--- config.mk ---
export PLATFORM = sky130hd
export DESIGN_NAME = id_stage_pipelined
export DESIGN_NICKNAME = d
export VERILOG_FILES = /design/src/rtl/id_stage_pipelined.sv
export SDC_FILE = /design/constraint.sdc
export NUM_CORES = 2
export LEC_CHECK = 0
export ABC_AREA = 1
export ABC_CLOCK_PERIOD_IN_PS = 2300
export BUFFER_PORTS_ARGS = -buffer_cell sky130_fd_sc_hd__buf_2
export CORE_MARGIN = 2
export CORE_UTILIZATION = 35
export CTS_CLUSTER_DIAMETER = 120
export DETAILED_ROUTE_END_ITERATION = 8
export HOLD_SLACK_MARGIN = 0.06
export PLACE_DENSITY_LB_ADDON = 0.08
export SLEW_MARGIN = 20
export SYNTH_ARGS = -nofsm -noshare
export SYNTH_HDL_FRONTEND = slang
export SYNTH_SLANG_ARGS = --single-unit
--- constraint.sdc ---
create_clock -name clk -period 2.3 [get_ports clk]
set_input_delay 0.115 -clock clk [delete_from_list [all_inputs] [get_ports clk]]
set_output_delay 0.115 -clock clk [all_outputs]
set_load 0.05 [all_outputs]
--- src/rtl/id_stage_pipelined.sv ---
// Decode stage: register file, operand/immediate decode, load-use detection and the ID/EX register.
// One cycle from IF/ID to ID/EX; Stall (hazard or Hold) is combinational and Hold freezes ID/EX.
module id_stage_pipelined #(
    parameter int NBits     = 32,
    parameter int CtrlBits  = 12,
    parameter int WB_BYPASS = 1,
    parameter int LINK_REG  = 31
) (
    input  logic                clk,
    input  logic                reset,
    input  logic [NBits-1:0]    IfId_Instruction,
    input  logic [NBits-1:0]    IfId_PC4,
    input  logic                IfId_Valid,
    input  logic [CtrlBits-1:0] CtrlBundle,
    input  logic                RegDst,
    input  logic                Link,
    input  logic                RegWrite,
    input  logic                MemRead,
    input  logic                ZeroExtend,
    input  logic                UsesRt,
    input  logic                WB_RegWrite,
    input  logic [4:0]          WB_WriteRegister,
    input  logic [NBits-1:0]    WB_WriteData,
    input  logic                Flush,
    input  logic                Hold,
    output logic                Stall,
    output logic                IdEx_Valid,
    output logic [CtrlBits-1:0] IdEx_Ctrl,
    output logic                IdEx_RegWrite,
    output logic                IdEx_MemRead,
    output logic [NBits-1:0]    IdEx_ReadData1,
    output logic [NBits-1:0]    IdEx_ReadData2,
    output logic [NBits-1:0]    IdEx_Immediate,
    output logic [NBits-1:0]    IdEx_Shamt,
    output logic [4:0]          IdEx_WriteRegister,
    output logic [4:0]          IdEx_Rs,
    output logic [4:0]          IdEx_Rt,
    output logic [NBits-1:0]    IdEx_PC4
);
    localparam logic [4:0] LinkAddr = 5'(LINK_REG);

    logic [4:0]  rs, rt, rd;
    logic [15:0] imm16;
    logic        unused_instr_hi;

    assign rs    = IfId_Instruction[25:21];
    assign rt    = IfId_Instruction[20:16];
    assign rd    = IfId_Instruction[15:11];
    assign imm16 = IfId_Instruction[15:0];
    assign unused_instr_hi = ^IfId_Instruction[NBits-1:26];

    logic [NBits-1:0] regs_q [32];
    logic [NBits-1:0] regs_d [32];

    logic [NBits-1:0]    rdata1, rdata2, imm_ext, shamt_ext;
    logic [4:0]          dest;
    logic                hazard;
    logic                wb_active;

    logic                valid_q, valid_d;
    logic [CtrlBits-1:0] ctrl_q, ctrl_d;
    logic                regwrite_q, regwrite_d;
    logic                memread_q, memread_d;
    logic [NBits-1:0]    rdata1_q, rdata1_d;
    logic [NBits-1:0]    rdata2_q, rdata2_d;
    logic [NBits-1:0]    imm_q, imm_d;
    logic [NBits-1:0]    shamt_q, shamt_d;
    logic [4:0]          wreg_q, wreg_d;
    logic [4:0]          rs_q, rs_d;
    logic [4:0]          rt_q, rt_d;
    logic [NBits-1:0]    pc4_q, pc4_d;

    assign wb_active = WB_RegWrite && (WB_WriteRegister != 5'd0);

    always_comb begin
        regs_d = regs_q;
        if (wb_active) begin
            regs_d[WB_WriteRegister] = WB_WriteData;
        end
    end

    // Register 0 is hardwired; bypass only applies to nonzero write addresses.
    always_comb begin
        rdata1 = regs_q[rs];
        rdata2 = regs_q[rt];
        if (rs == 5'd0) begin
            rdata1 = '0;
        end else if ((WB_BYPASS != 0) && wb_active && (WB_WriteRegister == rs)) begin
            rdata1 = WB_WriteData;
        end
        if (rt == 5'd0) begin
            rdata2 = '0;
        end else if ((WB_BYPASS != 0) && wb_active && (WB_WriteRegister == rt)) begin
            rdata2 = WB_WriteData;
        end
    end

    always_comb begin
        dest      = Link ? LinkAddr : (RegDst ? rd : rt);
        imm_ext   = ZeroExtend ? {{(NBits-16){1'b0}}, imm16} : {{(NBits-16){imm16[15]}}, imm16};
        shamt_ext = {{(NBits-5){1'b0}}, IfId_Instruction[10:6]};
    end

    assign hazard = valid_q && memread_q && (wreg_q != 5'd0) && IfId_Valid &&
                    ((wreg_q == rs) || (UsesRt && (wreg_q == rt)));

    assign Stall = !reset && (hazard || Hold);

    always_comb begin
        valid_d    = valid_q;
        ctrl_d     = ctrl_q;
        regwrite_d = regwrite_q;
        memread_d  = memread_q;
        rdata1_d   = rdata1_q;
        rdata2_d   = rdata2_q;
        imm_d      = imm_q;
        shamt_d    = shamt_q;
        wreg_d     = wreg_q;
        rs_d       = rs_q;
        rt_d       = rt_q;
        pc4_d      = pc4_q;
        if (!Hold) begin
            rdata1_d = rdata1;
            rdata2_d = rdata2;
            imm_d    = imm_ext;
            shamt_d  = shamt_ext;
            wreg_d   = dest;
            rs_d     = rs;
            rt_d     = rt;
            pc4_d    = IfId_PC4;
            // A bubble still loads the data fields; only the qualifiers are cleared.
            if (Flush || hazard) begin
                valid_d    = 1'b0;
                ctrl_d     = '0;
                regwrite_d = 1'b0;
                memread_d  = 1'b0;
            end else begin
                valid_d    = IfId_Valid;
                ctrl_d     = CtrlBundle;
                regwrite_d = RegWrite && IfId_Valid;
                memread_d  = MemRead && IfId_Valid;
            end
        end
    end

    always_ff @(posedge clk) begin
        if (reset) begin
            for (int i = 0; i < 32; i++) begin
                regs_q[i] <= '0;
            end
            valid_q    <= 1'b0;
            ctrl_q     <= '0;
            regwrite_q <= 1'b0;
            memread_q  <= 1'b0;
            rdata1_q   <= '0;
            rdata2_q   <= '0;
            imm_q      <= '0;
            shamt_q    <= '0;
            wreg_q     <= '0;
            rs_q       <= '0;
            rt_q       <= '0;
            pc4_q      <= '0;
        end else begin
            for (int i = 0; i < 32; i++) begin
                regs_q[i] <= regs_d[i];
            end
            valid_q    <= valid_d;
            ctrl_q     <= ctrl_d;
            regwrite_q <= regwrite_d;
            memread_q  <= memread_d;
            rdata1_q   <= rdata1_d;
            rdata2_q   <= rdata2_d;
            imm_q      <= imm_d;
            shamt_q    <= shamt_d;
            wreg_q     <= wreg_d;
            rs_q       <= rs_d;
            rt_q       <= rt_d;
            pc4_q      <= pc4_d;
        end
    end

    assign IdEx_Valid         = valid_q;
    assign IdEx_Ctrl          = ctrl_q;
    assign IdEx_RegWrite      = regwrite_q;
    assign IdEx_MemRead       = memread_q;
    assign IdEx_ReadData1     = rdata1_q;
    assign IdEx_ReadData2     = rdata2_q;
    assign IdEx_Immediate     = imm_q;
    assign IdEx_Shamt         = shamt_q;
    assign IdEx_WriteRegister = wreg_q;
    assign IdEx_Rs            = rs_q;
    assign IdEx_Rt            = rt_q;
    assign IdEx_PC4           = pc4_q;

endmodule

# ---- Word level (Yosys, flattened, before mapping)
# Cells that the tools add are included.
dict set report classes {
  n_eq_ne 4
  magnitude_cmp 4
  div 0
  n_reduce_logical 20
  n_bitwise 3
  add_sub_neg 0
  mul 0
  n_shift 0
  n_mux 20
}
# cell n
set ops {}
lappend ops {{1024-bit bitwise mux} 1}
lappend ops {{32-bit binary-select mux with 5-bit select} 2}
lappend ops {{32-bit two-way mux} 10}
lappend ops {{32-bit demux with 5-bit select} 1}
lappend ops {{5-bit == test} 4}
lappend ops {{6-bit >= comparator (second input constant)} 3}
lappend ops {{5-bit inverter with 6-bit output} 3}
lappend ops {{1-bit logical AND} 12}
lappend ops {{12-bit two-way mux} 1}
lappend ops {{5-bit zero test} 2}
lappend ops {{5-bit two-way mux} 2}
lappend ops {{5-bit nonzero test} 2}
lappend ops {{6-bit by 1-bit < comparator with 1-bit output (second input constant)} 1}
lappend ops {{1-bit logical OR} 3}
lappend ops {{1-bit two-way mux} 3}
lappend ops {{1-bit zero test} 1}
dict set report totals {
  mem_count 0
  wordCells 95
  rom_bits 0
  reg_bits 1187
  latchBits 0
  inputBits 125
  ram_bits 0
  output_inout_bits 191
}

# ---- Longest topological paths before layout
dict set report logic_depth {
  word_depth 6
  ltp_mapped 14
  ltp_nobuf 11
}

# ---- Least setup slack after synthesis
# OpenSTA, ideal clock, no wires.
dict set report synth_timing {
  kind {flip-flop to output port}
  startpoint {reg wreg_q[0] (netlist: IdEx_WriteRegister[0])}
  endpoint {out Stall}
  arrival_ns 2.181
  required_time_ns 2.185
  n_path_buf 1
  path_stages_with_launch 8
  slack_ns 0.004
  path_cell_list {dfxtp_1 nor2_1 nor3b_1 nand3_1 nand2_1 nand2_1 buf_4 a21oi_1}
}
dict set report synth_via {
  elab_chain_len 6
  word_cells_on_any_way 10
  classes_between {eq/ne (2); reduce/logical (8)}
}
# element line
set synth_lines {}
lappend synth_lines {{start, declared} 68} ;# logic [4:0] wreg_q, wreg_d;
lappend synth_lines {{start signal, assigned} 175} ;# wreg_q <= wreg_d;
lappend synth_lines {{5-bit == test or 5-bit nonzero test (tied branches)} {105, 104}}
lappend synth_lines {{1-bit logical AND (on tied branches)} {105, 104}}
lappend synth_lines {{1-bit logical OR or 1-bit logical AND (tied branches)} {105, 104}}
lappend synth_lines {{1-bit logical AND *} 104} ;# assign hazard = valid_q && memread_q && (wreg_q != 5'd0) && IfId_Valid &&
lappend synth_lines {{1-bit logical OR *} 107} ;# assign Stall = !reset && (hazard || Hold);
lappend synth_lines {{1-bit logical AND *} 107}
lappend synth_lines {{end, declared} 26} ;# output logic Stall,
# Mark *: on every way between the ends. The rest lies on a longest branch, timed or not.

==> flow_summary.ini <==
[run_status]
status = completed

[placement]
gp_congestion = 0.892
hpwl_um = 182000
portBuffers = 282

[route]
drt-initial-drc-count = 7480
drc = 0
route.vias.total = 68600
wire_per_inst_um = 23.1
drt_first_pass_iters = 8
ant_nets = 0
via_per_inst = 5.30
wl_um = 299000

[clock_network]
cts-buffers-inserted = 145
clk_latency_ps = 800
cts-root-buf = clkbuf_16
htree_levels = 4
clkSinkCount = 1167
cts_tree = built
cts_max_path_buffers = 3
clk_pin_slew_ps = 60

[global_route]
grt_pass1_vias = 62900
grt_use_met2_pct = 49.1
antenna_found_initial = 19
grt_use_met1_pct = 42.2
top_usage_layer = met2
grt-ovfl-total = 0
grt_util_met3_pct = 4.28
grt_max_degree = 131
grtUsageTotal_pct = 31.5
grt_pass1_wl_um = 435000

[logic_synthesis]
synth_warnings = 0
yosysSeqAreaShare_pct = 36.9
synth_seq_cells = 1167
syn_inst = 10500
avgSynthCellArea_um2 = 6.05
ys_types = 30
netlist_area_mm2 = 0.0633

[timing]
whs_ps = 107
setup_viol = 0
finalHoldViolCount = 0
fmax_mhz = 444
tightest_slew_ps = 898
rsz0062_at_grt = true
maxSlewViolCount = 0
fin_tns_setup_ps = 0
min_period_ps = 2250
skew_ps = 34.3
finalCritPeriodShare_pct = 97.9
relSlewSlack_pct = 40.1

[setup_path]
crit_path_max_incr_delay_ps = 560
timing.critical_path.arrival_ps = 2980
cp-start-kind = primary input
cp_cell_sequence = buf_4 -> dlygate4sd3_1 -> inv_2 -> buf_6 -> nand2_1 -> or2_2 -> dlygate4sd3_1 -> a21oi_1 -> dlygate4sd3_1
critPathKind = primary input to flip-flop
cp.required_ps = 3030
critPathCaptureType = flip-flop
crit_path_max_fanout = 42
cp_common_cell = dlygate4sd3_1
cp_slowest_cell = dlygate4sd3_1

[cells_and_area]
syn_to_final_growth_pct = 17.2
drive_above_1_share_pct = 8.54
finalCoreUtilization_pct = 41.2
final_nets = 10600

[hold_path]
min_path_type = primary input to flip-flop

[flow_run]
cap_violations = 0

[floorplan]
rows = 156
die_area_mm2 = 0.184
start_util_pct = 35.1
coreArea_mm2 = 0.180
fp.dieH_um = 429
pin_count = 316
die_w_um = 429

[pwr]
p_total_mw = 51.4
ir_worst_vdd_mv = 0.628
power_density_mw_per_mm2 = 693
p_leak_nw = 32.7
[sequential cells by signal, summed over array words and instances, names as in the netlist]
name                count
IdEx_Rs                 5
IdEx_Ctrl              12
IdEx_ReadData1         32
IdEx_MemRead            1
regs_q               1024
IdEx_PC4               32
IdEx_Immediate         17
IdEx_Rt                 5
IdEx_RegWrite           1
IdEx_ReadData2         32
IdEx_Valid              1
IdEx_WriteRegister      5
[path summary, 6_finish.rpt]
kind | start | endpoint | slack [ps] | depth (start not counted)
hold / removal | IfId_PC4[29] | IdEx_PC4[29]$_SDFFE_PP0N_ | 110 | 4
setup / recovery | Hold | IdEx_Immediate[30]$_SDFFE_PP0N_ | 50 | 9
setup reg to reg | IdEx_WriteRegister[4]$_SDFFE_PP0N_ | IdEx_Ctrl[9]$_SDFFE_PP0N_ | 170 | 9
hold reg to reg | regs_q[1017]$_SDFFE_PP0P_ | regs_q[1017]$_SDFFE_PP0P_ | 440 | 2
[report_power, final]
part | switching (mW) | total [mW] | leakage, nW | internal [mW]
logic | 5.68 | 7.95 | 21.0 | 2.26
registers | 0.342 | 21.0 | 9.45 | 20.6
clock network | 9.39 | 22.5 | 2.23 | 13.1
total | 15.4 | 51.4 | 32.7 | 36.0
[cells by family after synthesis]
kind of cell	count (synthesis)	share of synthesized area, %
AOI/OAI and AO/OA	1858	15.0
xor gates and xnor gates	14	0.194
buffers and inverters	1724	11.7
DFF	1167	36.9
other	1	0.00593
and+or+nand+nor	5688	36.2
[worst max-delay path: cells and delay by family]
kind,cells,cell delay (ps)
AOI/OAI and AO/OA,1,120
buffers and inverters,6,2280
and+or+nand+nor,2,440
[cell usage in the layout (no fill, tap or decap), types with 8 or more instances in the layout]
| master | instances |
|---|---|
| buf_4 | 196 |
| dlygate4sd3_1 | 159 |
| diode_2 | 8 |
| conb_1 | 27 |
| dfxtp_1 | 1163 |
| clkinv_2 | 17 |
| clkbuf_8 | 27 |
| o21ai_0 | 940 |
| clkbuf_1 | 37 |
| nor3_1 | 8 |
| nand2_1 | 2848 |
| buf_12 | 145 |
| clkbuf_16 | 151 |
| nand4_1 | 18 |
| nor2_4 | 15 |
| buf_2 | 271 |
| inv_1 | 751 |
| xnor2_1 | 8 |
| a21oi_1 | 731 |
| o211ai_1 | 10 |
| o21ai_1 | 112 |
| o21bai_1 | 64 |
| nor2_1 | 1629 |
| inv_2 | 43 |
| nand3_1 | 1160 |
[final cells by class]
cell class	count	area (um2)
antenna	8	20.0
multi-input combinational	7587	32700
timing repair buffer	781	7460
clock buffer	215	4290
sequential	1167	23400
inverter	806	3080
fill	19100	106000
tap	2370	2970
clock inverter	25	234
[metal layers]
| layer | up-vias | routed length [um] |
|---|---|---|
| met5 | - | 24 |
| met4 | 4 | 16400 |
| met3 | 600 | 21100 |
| met2 | 2818 | 132000 |
| met1 | 32100 | 130000 |
| li1 | 33100 | - |
[synth_stat cells]
cell | instances | area [um2]
nor3b_1 | 1 | 7.51
xor2_1 | 6 | 52.6
clkinv_1 | 1 | 3.75
buf_4 | 80 | 601
nor3_1 | 8 | 40.0
a21oi_1 | 731 | 3660
buf_6 | 30 | 338
dfxtp_1 | 1167 | 23400
xnor2_1 | 8 | 70.1
o21ai_0 | 940 | 4700
inv_2 | 41 | 154
inv_1 | 762 | 2860
o21ai_1 | 112 | 561
nand3_2 | 1 | 10.0
buf_2 | 299 | 1500
nor3_2 | 2 | 20.0
o22ai_1 | 1 | 6.26
nand2_4 | 2 | 22.5
nand2_1 | 2850 | 10700
nand4_1 | 18 | 113
nor2_2 | 15 | 93.8
inv_4 | 2 | 12.5
conb_1 | 1 | 3.75
o211ai_1 | 10 | 75.1
nor2_1 | 1630 | 6120
o21bai_1 | 64 | 480
nand3_1 | 1160 | 5810
or2_2 | 1 | 6.26
buf_1 | 76 | 285
clkbuf_1 | 433 | 1630
[metrics by stage]
step	setup slack [ps]	area (um2)	std cells
2_1_floorplan	4.07	63400	10500
3_3_place_gp	207	68000	12600
3_5_place_dp	218	68000	12600
4_1_cts	0.0286	74100	13000
5_1_grt	-20.5	74100	13000
6_report	47.5	74200	13000
[repair_timing]
action | in CTS | in global routing
pin swaps | 0 | 1
setup buffers | 0 | 0
hold buffers | 159 | 0
hold endpoints to repair | 1114 | 0
endpoints found under the setup margin | 1 | 4
gates resized for setup | 4 | 13
cloned | 0 | 0
(Power assumes the default switching activity.)
